### src/rtl/seq_pattern_detector_if.sv
// Configuration and serial-stream bundle for seq_pattern_detector.
// The master drives the stream and configuration. The slave (the detector) returns the match outputs.
interface seq_pattern_detector_if #(
    parameter int PAT_LEN = 3,
    parameter int CNT_W   = 8
);
    logic               cfg_load;
    logic [PAT_LEN-1:0] cfg_pattern;
    logic               cfg_overlap;
    logic               count_clr;
    logic               in_valid;
    logic               in;
    logic               out;
    logic [CNT_W-1:0]   match_count;
    logic               armed;

    modport master (
        output cfg_load, cfg_pattern, cfg_overlap, count_clr, in_valid, in,
        input  out, match_count, armed
    );

    modport slave (
        input  cfg_load, cfg_pattern, cfg_overlap, count_clr, in_valid, in,
        output out, match_count, armed
    );
endinterface

### src/rtl/seq_pattern_detector.sv
// Serial pattern detector with a loadable pattern and a selectable overlap mode.
// It produces a registered match pulse and keeps a saturating match counter.
module seq_pattern_detector #(
    parameter int PAT_LEN = 3,
    parameter int CNT_W   = 8
) (
    input  logic                 clock,
    input  logic                 reset,
    seq_pattern_detector_if.slave bus
);
    localparam int FW = $clog2(PAT_LEN + 1);
    localparam logic [FW-1:0]    FILL_FULL = FW'(PAT_LEN);
    localparam logic [CNT_W-1:0] CNT_MAX   = {CNT_W{1'b1}};

    typedef enum logic {UNPROG = 1'b0, RUN = 1'b1} state_t;

    state_t             state_reg, state_next;
    logic [PAT_LEN-1:0] pattern_reg, hist_reg, hist_shift;
    logic               overlap_reg, out_reg, armed_comb;
    logic [FW-1:0]      fill_reg, fill_inc;
    logic [CNT_W-1:0]   count_reg;
    logic               shift_en, match;

    always_ff @(posedge clock or negedge reset) begin
        if (!reset) state_reg <= UNPROG;
        else        state_reg <= state_next;
    end

    always_comb begin
        state_next = state_reg;
        if (bus.cfg_load) state_next = RUN;
    end

    always_comb begin
        armed_comb = (state_reg == RUN);
    end

    // A load edge takes priority over any valid bit presented on the same edge.
    always_comb begin
        shift_en   = armed_comb && bus.in_valid && !bus.cfg_load;
        hist_shift = {hist_reg[PAT_LEN-2:0], bus.in};
        fill_inc   = (fill_reg == FILL_FULL) ? FILL_FULL : fill_reg + 1'b1;
        match      = shift_en && (fill_inc == FILL_FULL) && (hist_shift == pattern_reg);
    end

    always_ff @(posedge clock or negedge reset) begin
        if (!reset) begin
            pattern_reg <= '0;
            overlap_reg <= 1'b0;
            hist_reg    <= '0;
            fill_reg    <= '0;
            out_reg     <= 1'b0;
        end else if (bus.cfg_load) begin
            pattern_reg <= bus.cfg_pattern;
            overlap_reg <= bus.cfg_overlap;
            hist_reg    <= '0;
            fill_reg    <= '0;
            out_reg     <= 1'b0;
        end else if (shift_en) begin
            hist_reg <= hist_shift;
            // Non-overlapping mode restarts the fill so the next match needs fresh bits.
            fill_reg <= (match && !overlap_reg) ? '0 : fill_inc;
            out_reg  <= match;
        end else begin
            out_reg <= 1'b0;
        end
    end

    always_ff @(posedge clock or negedge reset) begin
        if (!reset)                            count_reg <= '0;
        else if (bus.count_clr)                count_reg <= '0;
        else if (match && count_reg != CNT_MAX) count_reg <= count_reg + 1'b1;
    end

    assign bus.out         = out_reg;
    assign bus.match_count = count_reg;
    assign bus.armed       = armed_comb;
endmodule
### src/flat_wrapper.sv
// flat-port wrapper written by rule: the top's interface ports become plain ports
module seq_pattern_detector_flat 
#(
    parameter int PAT_LEN = 3,
    parameter int CNT_W   = 8
)
  (clock, reset, bus_cfg_load, bus_cfg_pattern, bus_cfg_overlap, bus_count_clr, bus_in_valid, bus_in, bus_out, bus_match_count, bus_armed);
  seq_pattern_detector_if #(.PAT_LEN(PAT_LEN), .CNT_W(CNT_W)) bus_i ();
  input  logic clock;
  input  logic reset;
  input wire logic [$bits(bus_i.cfg_load)-1:0] bus_cfg_load;
  input wire logic [$bits(bus_i.cfg_pattern)-1:0] bus_cfg_pattern;
  input wire logic [$bits(bus_i.cfg_overlap)-1:0] bus_cfg_overlap;
  input wire logic [$bits(bus_i.count_clr)-1:0] bus_count_clr;
  input wire logic [$bits(bus_i.in_valid)-1:0] bus_in_valid;
  input wire logic [$bits(bus_i.in)-1:0] bus_in;
  output wire logic [$bits(bus_i.out)-1:0] bus_out;
  output wire logic [$bits(bus_i.match_count)-1:0] bus_match_count;
  output wire logic [$bits(bus_i.armed)-1:0] bus_armed;
  assign bus_i.cfg_load = bus_cfg_load;
  assign bus_i.cfg_pattern = bus_cfg_pattern;
  assign bus_i.cfg_overlap = bus_cfg_overlap;
  assign bus_i.count_clr = bus_count_clr;
  assign bus_i.in_valid = bus_in_valid;
  assign bus_i.in = bus_in;
  assign bus_out = bus_i.out;
  assign bus_match_count = bus_i.match_count;
  assign bus_armed = bus_i.armed;
  seq_pattern_detector #(.PAT_LEN(PAT_LEN), .CNT_W(CNT_W)) u_core (.clock(clock), .reset(reset), .bus(bus_i));
endmodule
### config.mk
export PLATFORM = sky130hd
export DESIGN_NAME = seq_pattern_detector_flat
export DESIGN_NICKNAME = d
export VERILOG_FILES = /design/src/rtl/seq_pattern_detector_if.sv /design/src/rtl/seq_pattern_detector.sv /design/src/flat_wrapper.sv
export SDC_FILE = /design/constraint.sdc
export NUM_CORES = 1
export LEC_CHECK = 0
export ABC_AREA = 1
export BUFFER_PORTS_ARGS = -buffer_cell sky130_fd_sc_hd__buf_2
export CORE_UTILIZATION = 30
export CTS_CLUSTER_SIZE = 20
export DETAILED_ROUTE_END_ITERATION = 8
export GPL_TIMING_DRIVEN = 0
export PLACE_DENSITY = 0.5
export RECOVER_POWER = 25
export SLEW_MARGIN = 25
export SYNTH_ARGS = -nofsm -noshare
export SYNTH_HDL_FRONTEND = slang
export SYNTH_SLANG_ARGS = --single-unit
### constraint.sdc
create_clock -name clock -period 1.5 [get_ports clock]
set_clock_uncertainty 0.2 [all_clocks]
set_input_delay 0.3 -clock clock [delete_from_list [all_inputs] [get_ports clock]]
set_output_delay 0.3 -clock clock [all_outputs]
set_load 0.05 [all_outputs]
---- Yosys cells after proc, flatten, opt, wreduce, memory -nomap -nowiden ----
Cells that the tools add are included.
storage, ports and cells
  register bits ........................... 18
  input port bits ......................... 10
  output and inout bits ................... 10
  word-level logic and storage cells ...... 33
cells by class
  add/sub/neg operators ................... 2
  equal/unequal tests ..................... 4
  multiplexer cells ....................... 10
  reduce and logical (&&, ||, !) cells .... 10
operators with widths
  kind                   number
  $mux W8                2
  $mux W2                6
  $add A8 B1 Y8 const B  1
  $ne A8 B8 Y1 const B   1
  $logic_and A1 B1 Y1    6
  $eq A2 B2 Y1 const B   2
  $reduce_bool A2 Y1     2
  $eq A3 B3 Y1           1
  $add A2 B1 Y2 const B  1
  $logic_not A1 Y1       2
  $mux W1                2

---- Logic depth before layout (Yosys ltp) ----
Gate-level depths: netlist (run 1).
  depth in word-level cells ............... 9
  gate-level depth with buffers ........... 8
  mapped depth without buffers ............ 8

---- Least setup slack after synthesis (run 1) ----
No wires, ideal clock.
  path kind ............................... reg2reg
  start ................................... register u_core.count_reg[0] (netlist: u_core.bus.match_count[0])
  end ..................................... register u_core.count_reg[0] (netlist: u_core.bus.match_count[0])
  setup time .............................. 0.119 ns
  arrival time ............................ 1.547 ns
  data required time ...................... 1.181 ns
  slack ................................... -0.366 ns
  cell stages (with the launch flop) ...... 9
  path buffers ............................ 0
  clock period less this slack ............ 1.866 ns
  path through ............................ dfrtp_1 > ha_1 > nand2_1 > nor2_2 > nand2_1 > nand4_4 > nand2_4 > nand2_1 > nand2_1
between the ends
  longest elaborated chain between the ends .. 3
  elaborated cells on any way between the ends .. 6
  those cells by class .................... 1 x add/sub; 1 x eq/ne; 2 x mux; 2 x reduce/logical
ends and longest elaborated chain
  element                                         line                        source
  start, declared                                 seq_pattern_detector.sv:21  logic [CNT_W-1:0] count_reg;
  start signal, assigned                          seq_pattern_detector.sv:72  else if (match && count_reg != CNT_MAX) count_reg <= count_reg + 1'b1;
  $add A8 B1 Y8 or $ne A8 B8 Y1 (tied branches)   seq_pattern_detector.sv:72
  $mux W8 or $logic_and A1 B1 Y1 (tied branches)  seq_pattern_detector.sv:72
  $mux W8 or $reduce_bool A2 Y1 (tied branches)   n/a
Parallel ways exist; a longest one is shown, timed or not. The select of a mux whose other input is x is not followed.
A chain may end at the register's enable or synchronous reset.

---- Worst setup path in the final report (run 1) ----
  start ................................... register u_core.count_reg[1] (netlist: u_core.bus.match_count[1])
  end ..................................... register u_core.count_reg[3] (netlist: u_core.bus.match_count[3])
Same word-level chain as after synthesis.

==> results of run 1 <==
## worst register-to-register path, stage by stage (launching register included)
cell     delay [ps]
dfrtp_2         430
ha_4            160
nand2_4          50
nor2_4          130
nand2_4          80
nand4_4         110
nand2_4         100
nand2_1          80
nand2_1          40
## path summary, 6_finish.rpt
path | end | slack, ps | cells after the start
min reg2reg | u_core.overlap_reg | 350 | 2
max in group asynchronous | u_core.bus.armed | 500 | 2
min | u_core.pattern_reg[0] | 10 | 3
max reg2reg | u_core.bus.match_count[3] | 20 | 8
max | u_core.bus.match_count[3] | 20 | 8
min in group asynchronous | u_core.overlap_reg | 270 | 2
## logic make-up after synthesis
kind of cell / count (synthesis) / share of synthesized area, %
xor gates and xnor gates: 2 / 2.47
DFF: 18 / 44.4
adders and majority gates: 1 / 1.23
buffers and inverters: 16 / 7.27
and+or+nand+nor: 80 / 37.6
AOI/OAI and AO/OA: 13 / 7.03
## routing by layer
metal  GRT usage, %  up-vias
met5              0        -
met4           6.31        0
met3           3.03        2
met2           22.3       10
met1           18.6      421
li1               -      480
## power groups by stage
stage	sequential (mW)	clock, mW	combinational, mW
after floorplan	0.541	0	0.0788
after global routing	0.526	0.339	0.173
after CTS	0.523	0.320	0.145
final	0.524	0.306	0.153
after global placement	0.531	0	0.131
after detailed placement	0.532	0	0.134
## synthesized netlist by cell type (all sizes together)
cell	number	share of area, %
buf	2	1.6
o22ai	2	1.2
dfrtp	18	44
ha	1	1.2
xnor2	1	1.6
inv	14	5.7
o211ai	1	0.74
nor3b	1	0.74
or2	2	1.2
nand2	47	18
a21oi	3	1.5
o21ai	6	3.0
nor3	2	0.99
nand3	12	7.2
nor2	14	6.7
nand4	2	2.7
xor2	1	0.86
a31oi	1	0.62
## area by class of cell
class	count	area share, %
inverters	14	4.29
repair buffers	24	12.4
well taps	44	4.10
plain buffers	2	1.21
clock buffers	4	2.70
multi-input cells	97	41.0
flip-flops and latches	18	34.3
## timing repair
item                                    4_1_cts  5_1_grt
gates cloned                                  1        0
buffers inserted                              0        4
hold buffers                                  2        0
endpoints found under the setup margin       16       18
pin swaps                                     2        2
resized for setup                            11        7
endpoints found under the hold margin        19        0
## metrics by stage
step | TNS (ps) | area, um^2 | util, % | setup WS (ps)
floorplan | -747 | 1050 | - | -103
global placement | -125 | 1190 | 38.1 | -24.3
detailed placement | -256 | 1190 | 38.1 | -42.4
CTS | -0.193 | 1290 | 41.2 | -0.193
global route | -644 | 1340 | 42.9 | -97.2
finish | 0 | 1340 | 42.9 | 18.9
==> run metrics, run 1 <==
status=finished, final reports clean; min Tclk post-route=between 1000 and 1500 ps; vias in the first global route=approximately 860; clock power share=a little over 30%; worst r2r src=u_core.bus.match_count[1]; Top delay family on crit path=simple AND/OR/NAND/NOR gates; pwr/cell area=around 730 nW/um^2; distinct cell type count after synthesis=28; max reg flops=8; worst slew pin tran=about 450 ps; RSZ-0062 raised after global routing=true; WL/cell=11.1 um; share of cells above drive strength 1=between 30% and 40%; Most common cell on crit path=nand2_4; data required time of the worst path=1500 ps; Post-Syn Nets=between 100 and 150; Initial Util=32.4%; io pins=20; WHS=around 14 ps; Initial DRC Count=54; Worst Path Max Fanout=7; Logic pwr share=roughly 16%; initial antenna violation count=0; deepest clock path buffer count=2; final hold viol count=0; clk root buf=clkbuf_4; Post-Synthesis Cells=130; synth warn=0; most common cell after layout, fill and taps aside=nand2_1; max incr delay on CP=430 ps; CP Buf/Inv Count=0; internal power=709 uW; Worst IR Drop VDD=0.327 mV; row count=20; commonest cells after routing, fill and taps aside=nand2_1 (44), inv_1 (11), nand3_1 (11), buf_4 (11); HP Class=in -> reg; Power, Total=about 980 uW; via count=between 900 and 1000; core region area=3130 um^2; Worst Path Class, Setup=reg -> reg; met3 WL=between 50 and 60 um; pin count of the biggest net entering global routing=19; slowest CP cell=dfrtp_2; die area=3620 um^2; Layout area overhead=32.3%; post-synthesis sequential area ratio=around 44%; CP Capture Type=register; leakage=between 0.6 and 0.7 nW; register area=460 um^2; Clk pin slew, worst setup/hold paths=110 ps; met2 routed WL=roughly 1100 um; crit path DAT=roughly 1500 ps; clock latency on the worst-skew pair=between 200 and 300 ps; dpl hpwl=1570 um; switching share of power=27.8%; worst path cell trace=ha_4 -> nand2_4 -> nor2_4 -> nand2_4 -> nand4_4 -> nand2_4 -> nand2_1 -> nand2_1; Max-Cap Viols=0; area of the mapped netlist=1010 um^2; IO Port Bufs=18; Yosys reg bits=18; Max transition margin=between 70% and 80%; Ant. Diodes=0; Total GRT Usage=14.2%; max-slew violation count=0; Final nets=between 150 and 200; hold path start=bus_cfg_pattern[0]; Final Wtd Congestion=between 0.8 and 0.9; Multi-input gate area=approximately 550 um^2; first-pass GRT wire length=around 3800 um; final non-filler cell total=~200; die width=approximately 60 um; H-tree Lvls=1; fin crit share=approximately 100%; TritonCTS clock tree=yes; clk sinks=18; Antenna Nets Post-Route=0; CTS buffer count=3; vias per cell=between 4 and 5; Worst Setup Start Kind=register; placed insts=approximately 190; Highest Signal Layer=met4; FMAX=around 680 MHz; crit path from=u_core.bus.match_count[1]; Mean Syn Cell Area=~8 um^2; Switch Pwr=272 uW; layout filler cell count=approximately 310; Die Ht=roughly 60 um; drt pass-1 iters=4; WL met1=1100 um; Setup-failing EPs final=0; final wirelength=roughly 2300 um; DRC errors left=0; gr ovfl total=0; register share of total power=a little over half
No activity file was read; power rests on OpenSTA's default activity.
==> run 2, diff against run 1 <==
Settings changed: SETUP_SLACK_MARGIN set to 0.2, SLEW_MARGIN 25 to unset.
==> run 2 against run 1 <==
Sequential share of layout area shrank 2.8 points. Non-clock buffer count grew 7. Largest power group unchanged. Combinational power grew 9.8%. Critical path type unchanged.
==> run metrics, run 2 (synthesis results as in run 1) <==
WHS=11.5 ps (was 13.7 ps); DRC errors left=0 (unchanged); dpl hpwl=1610 um (was 1570 um); R2R Path End=u_core.bus.match_count[5] (was u_core.bus.match_count[3]); Setup-failing EPs final=0 (unchanged); initial antenna violation count=0 (unchanged); deepest clock path buffer count=2 (unchanged); Hold Path End=u_core.pattern_reg[1] (was u_core.pattern_reg[0]); Total GRT Usage=15.0% (was 14.2%); clk root buf=clkbuf_4 (unchanged); leakage=0.709 nW (was 0.659 nW); share of cells above drive strength 1=40.4% (was 34.0%); die width=60.2 um (unchanged); WL/cell=11.3 um (was 11.1 um); io pins=20 (unchanged); Max transition margin=69.2% (was 70.2%); vias per cell=4.54 (was 4.50); H-tree Lvls=1 (unchanged); Finished Core Util=46.6% (was 42.9%); FF-to-FF path depth=8 (unchanged); clock latency on the worst-skew pair=300 ps (was 290 ps); Final Wtd Congestion=0.803 (was 0.812); IO Port Bufs=18 (unchanged); max reg flops=8 (unchanged); worst r2r src=u_core.bus.match_count[1] (unchanged); data required time of the worst path=1500 ps (about the same); RSZ-0062 raised after global routing=true (unchanged); Layout area overhead=43.5% (was 32.3%); max-slew violation count=0 (unchanged); pre-CTS setup slack=-31.8 ps (was -42.4 ps); Logic pwr share=16.7% (was 15.6%); worst slew pin tran=462 ps (was 448 ps); die area=3620 um^2 (unchanged); row count=20 (unchanged); hold path start=bus_cfg_pattern[1] (was bus_cfg_pattern[0]); pin count of the biggest net entering global routing=19 (unchanged); Clk pin slew, worst setup/hold paths=110 ps (about the same); HP Class=in -> reg (unchanged); placed inst area=1190 um^2 (unchanged); Multi-input gate area=578 um^2 (was 551 um^2); internal power=717 uW (was 709 uW); switching share of power=28.5% (was 27.8%); crit path DAT=1480 ps (about the same); register area=459 um^2 (was 460 um^2); Final nets=178 (was 171); final wirelength=2360 um (was 2250 um); Worst IR Drop VDD=0.277 mV (was 0.327 mV); final instance area=1460 um^2 (was 1340 um^2); layout filler cell count=305 (was 311); clock power share=31.1% (about the same); CTS buffer count=3 (unchanged); via count=953 (was 913); FMAX=676 MHz (was 675 MHz); CP Capture Type=register (unchanged); Worst Hold Depth=3 (unchanged); drt pass-1 iters=4 (unchanged); Worst Path Max Fanout=7 (unchanged); status=finished, final reports clean (unchanged); Antenna Nets Post-Route=0 (unchanged); vias in the first global route=903 (was 857); worst setup margin=19.9 ps (was 18.9 ps); Die Ht=60.2 um (unchanged); gr ovfl total=0 (unchanged); Max-Cap Viols=0 (unchanged); Worst Setup Start Kind=register (unchanged); core region area=3130 um^2 (unchanged); clk sinks=18 (unchanged); first-pass GRT wire length=4050 um (was 3820 um); Ant. Diodes=0 (unchanged); min Tclk post-route=1480 ps (about the same); fin crit share=98.7% (about the same); Initial DRC Count=41 (was 54); commonest cells after routing, fill and taps aside=nand2_1 (40), buf_4 (14), dfrtp_1 (11) (was nand2_1 (44), inv_1 (11), nand3_1 (11), buf_4 (11)); setup TNS=0 ps (unchanged); most common cell after layout, fill and taps aside=nand2_1 (unchanged); pwr/cell area=688 nW/um^2 (was 731 nW/um^2); R2R setup slack=20 ps (about the same); TritonCTS clock tree=yes (unchanged); register share of total power=52.2% (was 53.3%); final hold viol count=0 (unchanged); Worst Path Class, Setup=reg -> reg (unchanged); Initial Util=32.4% (unchanged); Switch Pwr=286 uW (was 272 uW)
run 2: critical path: stages (launching register included):
cell and delay, ps:
dfrtp_2 430, ha_4 160, nand2_4 50, nor2_4 130, nand2_4 80, nand4_4 110, nand2_4 100, nand2_1 70
nand2_1 50
run 2: layer usage:
layer  up-vias  global-route usage, %  part of all wire (%)
met1       437                   19.7                    46
met3         6                   2.81                   2.6
met2        16                   23.7                    50
met4         0                   6.98                   2.0
met5         -                      0                     0
li1        494                      -                     -
run 2: how the worst max path moves through the flow:
stage,start,endpoint,slack (ps),cells past startpoint
after floorplan,u_core.bus.match_count[0],u_core.bus.match_count[0],-100,8
after global placement,u_core.bus.match_count[0],u_core.bus.match_count[5],-30,8
after detailed placement,u_core.bus.match_count[0],u_core.bus.match_count[5],-30,8
after CTS,u_core.bus.match_count[1],u_core.bus.match_count[7],6,8
after global routing,u_core.bus.match_count[1],u_core.bus.match_count[0],-70,8
final,u_core.bus.match_count[1],u_core.bus.match_count[5],20,8
run 2: area by class of cell:
type / instances / area share (%)
buffer: 2 / 1.12
clock buffer: 4 / 2.49
inverter: 14 / 3.95
multi-input combinational: 97 / 39.7
sequential: 18 / 31.5
tap: 44 / 3.78
timing repair buffer: 31 / 17.4
run 2: stage by stage:
step,std cells,power [mW]
6_report,210,1.00
5_1_grt,210,1.06
4_1_cts,207,1.00
3_5_place_dp,192,0.666
3_3_place_gp,192,0.663
2_1_floorplan,130,0.620
run 2: what timing repair did:
item,in CTS,in global routing
pin swaps,7,5
buffers inserted,7,3
gates cloned,1,0
endpoints found under the setup margin,20,21
hold buffers,3,0
endpoints found under the hold margin,20,0
resized for setup,24,13
run 2: power by group through the flow:
| stage | registers [mW] | clock network (mW) | logic (mW) |
|---|---|---|---|
| 2_1_floorplan | 0.541 | 0 | 0.0788 |
| 3_3_place_gp | 0.531 | 0 | 0.132 |
| 3_5_place_dp | 0.532 | 0 | 0.134 |
| 4_1_cts | 0.524 | 0.326 | 0.154 |
| 5_1_grt | 0.526 | 0.347 | 0.188 |
| 6_report | 0.523 | 0.312 | 0.168 |
